### src/rtl/matmul_sequencer.sv
// matmul_sequencer: forward-pass sequencer for the MAC-array datapath.
// One FORWARD command is tiled over NU_COUNT MAC units. Each tile runs
// LOAD (clear), ACCUM (length0 reads), DRAIN (READ_LAT cycles) and
// WRITE (one y write per output of the tile). A HALT command makes the
// block ignore all further commands until the next reset.
module matmul_sequencer #(
    parameter int NU_COUNT     = 4,
    parameter int XY_MEM_DEPTH = 8,
    parameter int W_MEM_DEPTH  = 10,
    parameter int LENGTH_DEPTH = 8,
    parameter int READ_LAT     = 1,
    localparam int SEL_W       = (NU_COUNT > 1) ? $clog2(NU_COUNT) : 1
) (
    input  logic                    clk,
    input  logic                    reset,
    input  logic                    start,
    input  logic [1:0]              instruction,
    input  logic [XY_MEM_DEPTH-1:0] x_addr,
    input  logic [XY_MEM_DEPTH-1:0] y_addr,
    input  logic [W_MEM_DEPTH-1:0]  w_addr,
    input  logic [LENGTH_DEPTH-1:0] length0,
    input  logic [LENGTH_DEPTH-1:0] length1,
    input  logic                    abort,
    output logic                    busy,
    output logic                    done,
    output logic                    halted,
    output logic [XY_MEM_DEPTH-1:0] xy_read_addr,
    output logic [W_MEM_DEPTH-1:0]  w_read_addr,
    output logic                    mac_clear,
    output logic                    mac_acc_en,
    output logic [SEL_W-1:0]        mac_sel,
    output logic [XY_MEM_DEPTH-1:0] xy_write_addr,
    output logic                    xy_write_en
);

    localparam logic [2:0] S_IDLE  = 3'd0;
    localparam logic [2:0] S_LOAD  = 3'd1;
    localparam logic [2:0] S_ACCUM = 3'd2;
    localparam logic [2:0] S_DRAIN = 3'd3;
    localparam logic [2:0] S_WRITE = 3'd4;
    localparam logic [2:0] S_DONE  = 3'd5;

    localparam logic [1:0] INS_HALT    = 2'd0;
    localparam logic [1:0] INS_FORWARD = 2'd1;

    localparam int DRAIN_W = (READ_LAT > 1) ? $clog2(READ_LAT) : 1;
    localparam logic [DRAIN_W-1:0]      DRAIN_LAST = DRAIN_W'(READ_LAT - 1);
    localparam logic [LENGTH_DEPTH-1:0] NU_L       = LENGTH_DEPTH'(NU_COUNT);
    localparam logic [LENGTH_DEPTH-1:0] ONE_L      = LENGTH_DEPTH'(1);

    logic [2:0]              state_reg;
    logic [2:0]              state_next;
    logic                    halted_reg;
    logic [XY_MEM_DEPTH-1:0] x_base_reg;
    logic [XY_MEM_DEPTH-1:0] y_tile_reg;   // y base of the current tile
    logic [W_MEM_DEPTH-1:0]  w_tile_reg;   // weight base of the current tile
    logic [LENGTH_DEPTH-1:0] len0_reg;
    logic [LENGTH_DEPTH-1:0] rem_reg;      // outputs not yet written, incl. current tile
    logic [LENGTH_DEPTH-1:0] k_reg;
    logic [LENGTH_DEPTH-1:0] j_reg;
    logic [DRAIN_W-1:0]      drain_reg;
    logic [XY_MEM_DEPTH-1:0] rd_x_reg;
    logic [W_MEM_DEPTH-1:0]  rd_w_reg;
    logic [READ_LAT-1:0]     acc_pipe_reg;

    logic                    accept;
    logic                    issue;
    logic                    abort_hit;
    logic [LENGTH_DEPTH-1:0] tile_n;
    logic                    last_k;
    logic                    last_j;
    logic                    more_tiles;

    assign accept     = (state_reg == S_IDLE) && start && !halted_reg;
    assign issue      = (state_reg == S_ACCUM);
    assign abort_hit  = abort && (state_reg != S_IDLE);
    assign tile_n     = (rem_reg > NU_L) ? NU_L : rem_reg;
    assign last_k     = (k_reg == len0_reg - ONE_L);
    assign last_j     = (j_reg == tile_n - ONE_L);
    assign more_tiles = (rem_reg > NU_L);

    // Next-state selection; abort from any busy state overrides everything.
    always_comb begin
        state_next = state_reg;
        case (state_reg)
            S_IDLE: begin
                if (accept && instruction == INS_FORWARD) begin
                    if (length0 == '0 || length1 == '0) state_next = S_DONE;
                    else                                state_next = S_LOAD;
                end
            end
            S_LOAD:  state_next = S_ACCUM;
            S_ACCUM: if (last_k) state_next = S_DRAIN;
            S_DRAIN: if (drain_reg == DRAIN_LAST) state_next = S_WRITE;
            S_WRITE: if (last_j) state_next = more_tiles ? S_LOAD : S_DONE;
            S_DONE:  state_next = S_IDLE;
            default: state_next = S_IDLE;
        endcase
        if (abort_hit) state_next = S_IDLE;
    end

    // State, command latch, loop counters and registered read addresses.
    always_ff @(posedge clk or negedge reset) begin
        if (!reset) begin
            state_reg  <= S_IDLE;
            halted_reg <= 1'b0;
            x_base_reg <= '0;
            y_tile_reg <= '0;
            w_tile_reg <= '0;
            len0_reg   <= '0;
            rem_reg    <= '0;
            k_reg      <= '0;
            j_reg      <= '0;
            drain_reg  <= '0;
            rd_x_reg   <= '0;
            rd_w_reg   <= '0;
        end else begin
            state_reg <= state_next;
            case (state_reg)
                S_IDLE: begin
                    if (accept && instruction == INS_FORWARD) begin
                        x_base_reg <= x_addr;
                        y_tile_reg <= y_addr;
                        w_tile_reg <= w_addr;
                        len0_reg   <= length0;
                        rem_reg    <= length1;
                    end
                    if (accept && instruction == INS_HALT) halted_reg <= 1'b1;
                end
                S_LOAD: begin
                    k_reg <= '0;
                    // Read addresses only move when an issue cycle follows.
                    if (state_next == S_ACCUM) begin
                        rd_x_reg <= x_base_reg;
                        rd_w_reg <= w_tile_reg;
                    end
                end
                S_ACCUM: begin
                    drain_reg <= '0;
                    if (state_next == S_ACCUM) begin
                        k_reg    <= k_reg + ONE_L;
                        rd_x_reg <= rd_x_reg + XY_MEM_DEPTH'(1);
                        rd_w_reg <= rd_w_reg + W_MEM_DEPTH'(1);
                    end
                end
                S_DRAIN: begin
                    drain_reg <= drain_reg + DRAIN_W'(1);
                    j_reg     <= '0;
                end
                S_WRITE: begin
                    if (!last_j) begin
                        j_reg <= j_reg + ONE_L;
                    end else begin
                        j_reg <= '0;
                        if (more_tiles) begin
                            rem_reg    <= rem_reg - NU_L;
                            y_tile_reg <= y_tile_reg + XY_MEM_DEPTH'(NU_COUNT);
                            w_tile_reg <= w_tile_reg + W_MEM_DEPTH'(len0_reg);
                        end
                    end
                end
                default: ;
            endcase
        end
    end

    // Issue-valid delay line feeding mac_acc_en; abort discards in-flight reads.
    always_ff @(posedge clk or negedge reset) begin
        if (!reset) begin
            acc_pipe_reg <= '0;
        end else if (abort_hit) begin
            acc_pipe_reg <= '0;
        end else begin
            for (int i = READ_LAT - 1; i > 0; i--) begin
                acc_pipe_reg[i] <= acc_pipe_reg[i-1];
            end
            acc_pipe_reg[0] <= issue;
        end
    end

    // Output decode: write-side outputs are zero outside WRITE.
    always_comb begin
        busy          = (state_reg != S_IDLE) && (state_reg != S_DONE);
        done          = (state_reg == S_DONE);
        halted        = halted_reg;
        mac_clear     = (state_reg == S_LOAD);
        mac_acc_en    = acc_pipe_reg[READ_LAT-1];
        xy_read_addr  = rd_x_reg;
        w_read_addr   = rd_w_reg;
        xy_write_en   = (state_reg == S_WRITE);
        mac_sel       = '0;
        xy_write_addr = '0;
        if (state_reg == S_WRITE) begin
            mac_sel       = j_reg[SEL_W-1:0];
            xy_write_addr = y_tile_reg + XY_MEM_DEPTH'(j_reg);
        end
    end

endmodule

### config.mk
export PLATFORM = sky130hd
export DESIGN_NAME = matmul_sequencer
export DESIGN_NICKNAME = d
export VERILOG_FILES = /design/src/rtl/matmul_sequencer.sv
export SDC_FILE = /design/constraint.sdc
export NUM_CORES = 1
export LEC_CHECK = 0
export CORE_AREA = 4 4 123 125
export DETAILED_ROUTE_END_ITERATION = 8
export DIE_AREA = 0 0 127 129
export RECOVER_POWER = 100
export SETUP_SLACK_MARGIN = 0.05
export SKIP_CTS_REPAIR_TIMING = 1
export SLEW_MARGIN = 20
export SYNTH_ARGS = -nofsm -noshare
export SYNTH_HDL_FRONTEND = slang
export SYNTH_SLANG_ARGS = --single-unit
### constraint.sdc
create_clock -name clk -period 5.32 [get_ports clk]
set_input_delay 1.064 -clock clk [delete_from_list [all_inputs] [get_ports clk]]
set_output_delay 1.064 -clock clk [all_outputs]
set_load 0.01 [all_outputs]
# ---- After elaboration in Yosys (flattened, before gate mapping)
# Cells that the tools add are included.
dict set report word_totals {
  wordCells 97
  inputBits 48
  output_inout_bits 34
  ff_bits 82
}
dict set report classes {
  add_sub_neg 11
  n_lt_le_gt_ge 1
  muxes 35
  eq_ne 15
  n_reduce_logical 22
}
# op n
set ops {}
lappend ops {{8-bit two-way mux} 12}
lappend ops {{8-bit case mux with 2 select lines} 5}
lappend ops {{10-bit two-way mux} 5}
lappend ops {{10-bit case mux with 2 select lines} 2}
lappend ops {{8-bit by 1-bit adder with 8-bit output, second input constant} 3}
lappend ops {{3-bit two-way mux} 7}
lappend ops {{8-bit == test} 2}
lappend ops {{8-bit logical NOT} 2}
lappend ops {{8-bit by 1-bit subtractor with 8-bit output, second input constant} 2}
lappend ops {{3-bit case mux with 5 select lines} 1}
lappend ops {{10-bit by 1-bit adder with 10-bit output, second input constant} 1}
lappend ops {{10-bit by 8-bit adder with 10-bit output} 1}
lappend ops {{2-bit by 1-bit != test with 1-bit output, second input constant} 5}
lappend ops {{3-bit by 2-bit == test with 1-bit output, second input constant} 3}
lappend ops {{8-bit by 3-bit adder with 8-bit output, second input constant} 1}
lappend ops {{8-bit adder} 1}
lappend ops {{8-bit by 3-bit greater-than comparator with 1-bit output, second input constant} 1}
lappend ops {{2-bit nonzero test} 4}
lappend ops {{8-bit by 3-bit subtractor with 8-bit output, second input constant} 1}
lappend ops {{3-bit == test, second input constant} 2}
lappend ops {{1-bit logical AND} 6}
lappend ops {{2-bit AND reduction} 3}
lappend ops {{4-bit AND reduction} 1}
lappend ops {{3-bit by 1-bit == test with 1-bit output, second input constant} 1}
lappend ops {{other kinds (12)} 12}

# ---- Logic depth before layout (Yosys ltp)
dict set report logic_depth {
  word_depth 10
  mapped_depth 13
  depth_no_buf 10
}

# ---- Worst setup path before layout
# Ideal clock, no wire load.
dict set report synth_path {
  kind {register -> output}
  from {register j_reg[1]}
  to {output port xy_write_addr[7]}
  t_arrival_ns 1.977
  n_path_buf 0
  path_slack_ns 2.279
  required_time_ns 4.256
  path_stages_with_launch 8
  cell_sequence {dfrtp_1 > ha_1 > a21o_1 > a21oi_1 > o21bai_1 > a2111oi_0 > nor3_1 > o21a_1}
}
dict set report synth_between {
  elab_chain_cells 2
}
# item line_no
set synth_lines {}
lappend synth_lines {{start, declared} 60} ;# logic [LENGTH_DEPTH-1:0] j_reg;
lappend synth_lines {{start signal, assigned} 152} ;# j_reg <= j_reg + ONE_L;
lappend synth_lines {{8-bit adder} 195} ;# xy_write_addr = y_tile_reg + XY_MEM_DEPTH'(j_reg);
lappend synth_lines {{8-bit two-way mux} 193} ;# if (state_reg == S_WRITE) begin
lappend synth_lines {{end, declared} 32} ;# output logic [XY_MEM_DEPTH-1:0] xy_write_addr,
# No other way between the ends.

# ---- Worst setup path in the final report
dict set report layout_path {
  from {input port start}
  to {register rd_w_reg[1], in the netlist w_read_addr[1]}
}
dict set report layout_between {
  elab_chain_cells 9
  word_cells_on_any_way 10
  cone_classes {3 x eq/ne; 3 x mux; 4 x reduce/logical}
}
# item line_no
set layout_lines {}
lappend layout_lines {{start, declared} 16} ;# input logic start,
lappend layout_lines {{1-bit logical AND * (2 in a row)} 74} ;# assign accept = (state_reg == S_IDLE) && start && !halted_reg;
lappend layout_lines {{1-bit logical AND *} 87} ;# if (accept && instruction == INS_FORWARD) begin
lappend layout_lines {{3-bit two-way mux *} 87}
lappend layout_lines {{3-bit case mux with 5 select lines *} 85} ;# case (state_reg)
lappend layout_lines {{3-bit two-way mux *} 99} ;# if (abort_hit) state_next = S_IDLE;
lappend layout_lines {{3-bit by 2-bit == test with 1-bit output *} {133, 140}}
lappend layout_lines {{2-bit by 1-bit != test with 1-bit output (no source line)} -}
lappend layout_lines {{3-bit AND reduction (no source line) *} -}
lappend layout_lines {{end signal, assigned} 135} ;# rd_w_reg <= w_tile_reg;
lappend layout_lines {{end signal, assigned} 143} ;# rd_w_reg <= rd_w_reg + W_MEM_DEPTH'(1);
lappend layout_lines {{end, declared} 63} ;# logic [W_MEM_DEPTH-1:0] rd_w_reg;
# Mark *: on every way between the ends. The rest lies on a longest branch, timed or not.
# A chain may end at the register's enable or synchronous reset.

==> impl_metrics.toml <==
[placed_design]
gp_congestion = 0.863
portBuffers = 81
placed_cell_area_sq_um = 6450
post-dp-hpwl_microns = 11200

[logic_synthesis]
synth_edf_count = 0
seq_area_frac_synth_pct = 37.3
synth_area_leaders = "dfrtp_1 (37%), nand2_1 (7.9%), ha_1 (5.5%)"
ys.flop_type = "dfrtp_1"
synth_top_family_by_area = "simple AND/OR/NAND/NOR gates"
synth.most_common_cell = "nand2_1"
async_reset_ff_share_pct = 100
netlist_top_cells_count = "nand2_1 (116), dfrtp_1 (82), nor2_1 (36), nand3_1 (32)"
synth_xor_area_share_pct = 3.98
yosys.area.top_type = "dfrtp_1"
ys_types = 63
ys_seq_elements = 82
synthAdderAreaFrac_pct = 6.19
synth.mux.area_fraction_pct = 3.89
avgSynthCellArea_sq_um = 8.53
synth_compound_area_share_pct = 19.3
syn_nets = 718
synth_cells = 644
synth.cell_area_sq_um = 5500
yosys.area_share.simple_pct = 25.4
yosysWarnings = 0
netlist.area_leader.share_pct = 37.3

[sta]
setup_viol = 0
post-route-period-util_pct = 81.8
final_max_slew_viol_count = 40
hold_viol = 0
max_freq_ghz = 0.230
fin_setup_tns_ns = 0
skew_ns = 0.00443
fin_crit_ns = 4.35
slew_headroom_pct = -23.3
whs_ns = 0.481
worstMarginPinSlew_ns = 1.85
rsz0062_at_grt = "no"

[setup_path]
worstSetupEndpointType = "flop"
worstPathRequired_ns = 5.55
cp_max_fo = 27
crit_start = "start"
arrival_ns = 4.58
rrSetupSlack_ns = 1.18
cpMostUsedCell = "clkbuf_1"
critPathLaunchType = "primary input"
crit_slowest_cell = "clkbuf_1"
reg2reg_depth = 9
r2r-end = "w_tile_reg[7]$_DFFE_PN0P_"
cp_cell_sequence = "dlygate4sd3_1 > nor3b_1 > and4b_1 > clkbuf_1 > a31oi_1 > nand2_1 > buf_4 > nor2_1 > clkbuf_1 > mux2_2"
max_stage_delay_ns = 0.61
crit_end = "w_read_addr[1]$_DFFE_PN0P_"
path_class = "in -> reg"
reg2reg_from = "rem_reg[7]$_DFFE_PN0P_"

[floorplan]
die_x_microns = 127
core_area_sq_um = 13900
initial_core_util_pct = 39.6
io_pins = 82
die_y_microns = 129
die-area_sq_um = 16400
rows = 43

[global_routing]
antenna_found_initial = 0
grt_pass1_wl_microns = 25600
overflow = 0
grtUsageTotal_pct = 19.4
first_global_vias = 4915
grt_max_degree = 58

[detailed_routing]
wl_met2_microns = 7100
route.detailed.drc = 0
dr.pass1.iters = 6
viasPerCell = 5.61
vias = 5017
drtAntennaViolNets = 0
wl_per_cell_microns = 17.4
drtIter0Drc = 465
drt-met1-wl_microns = 7560
wl_microns = 15600
met3_length_microns = 853
top_layer_used = "met4"

[finish]
drive_gt1_share_pct = 3.78
finish.instance_area_sq_um = 6650
area_growth_pct = 21.1
finalNetCount = 784
diodes = 0

[min_path]
hold_class = "reg -> reg"

[power_and_ir_drop]
p_per_area_nw_per_um2 = 434
p_leak_nw = 2.88
vdd_drop_max_mv = 0.178
power_mw = 2.89

[outcome]
status = "finished with violations"
violations = "max-capacitance violations, max-slew violations"

[clock_tree]
cts_max_level = 3
path_clk_slew_ns = 0.06
cts.path.max_buffers = 2
numCtsBuffers = 9
worstSkewPairLatency_ns = 0.35
cts.sinks = 82
cts-root-buf = "clkbuf_16"
tritoncts = "done"

[run]
maxCapViolations = 2
cells by family after synthesis:
logic type | count (synthesis)
compound gates | 155
xor+xnor | 25
fa+ha+maj | 26
buf+inv | 52
flops | 82
mux | 18
simple gates | 286
placed cells by master, fill, tap and decap left out, types with 4 or more instances in the layout:
cell type	n
nand2_1	116
dfrtp_1	82
clkdlybuf4s50_1	46
nor2_1	36
o21ai_0	36
dlygate4sd3_1	34
nand3_1	32
nor3_1	26
a21oi_1	25
ha_1	24
inv_1	19
and3_1	17
xnor2_1	16
a2bb2oi_1	16
nor4_1	10
mux2i_1	9
xor2_1	9
a31oi_1	9
o22ai_1	9
clkbuf_16	9
nand2b_1	8
nor3b_1	8
o21a_1	7
o31ai_1	7
mux2_1	7
clkbuf_1	7
o211ai_1	6
or4_1	6
nor2b_1	5
a211oi_1	5
a21o_1	5
or2_2	4
nand4_1	4
or3_1	4
a32oi_1	4
metrics by stage:
stage	std cells	worst slack (ns)	utilization, %
after floorplan	644	2.28	-
after global placement	879	1.67	46.4
after detailed placement	879	1.59	46.4
after CTS	895	1.23	48.4
after global routing	895	0.818	47.9
final	895	0.966	47.9
critical path: cells and delay by family:
family | cells | cell delay [ns]
multiplexers | 1 | 0.41
AND/OR/NAND/NOR | 4 | 0.85
AO/OA/AOI/OAI | 1 | 0.37
buffers and inverters | 4 | 1.87
layout make-up:
| cell class | instances | area, sq um |
|---|---|---|
| Inverter | 19 | 71.3 |
| Timing Repair Buffer | 88 | 843 |
| Sequential cell | 82 | 2050 |
| Tap cell | 180 | 225 |
| Fill cell | 1362 | 7230 |
| Multi-Input combinational cell | 510 | 3200 |
| Clock buffer | 12 | 236 |
| Clock inverter | 4 | 28.8 |
power breakdown:
part           switching (mW)  internal, mW  total (mW)  leakage (nW)
clock                   0.260         0.317       0.577         0.123
combinational           0.575         0.581        1.16          1.76
sequential              0.308         0.845        1.15          1.01
total                    1.14          1.74        2.89          2.88
how the worst min path moves through the flow:
stage	cells after the start	slack, ns	to	start
2_1_floorplan	2	0.44	x_base_reg[2]$_DFFE_PN0P_	x_base_reg[2]$_DFFE_PN0P_
3_3_place_gp	2	0.46	x_base_reg[3]$_DFFE_PN0P_	x_base_reg[3]$_DFFE_PN0P_
3_5_place_dp	2	0.46	x_base_reg[1]$_DFFE_PN0P_	x_base_reg[1]$_DFFE_PN0P_
4_1_cts	2	0.49	x_base_reg[1]$_DFFE_PN0P_	x_base_reg[1]$_DFFE_PN0P_
5_1_grt	2	0.51	x_base_reg[5]$_DFFE_PN0P_	x_base_reg[5]$_DFFE_PN0P_
6_report	2	0.48	x_base_reg[3]$_DFFE_PN0P_	x_base_reg[3]$_DFFE_PN0P_
per-layer routing:
layer,vias to the layer above,global-route usage [%]
met2,135,31.2
met1,2407,26.9
li1,2467,-
met5,-,0
met3,8,4.77
met4,0,3.72
Note: power is estimated with default switching activity, not from simulation.
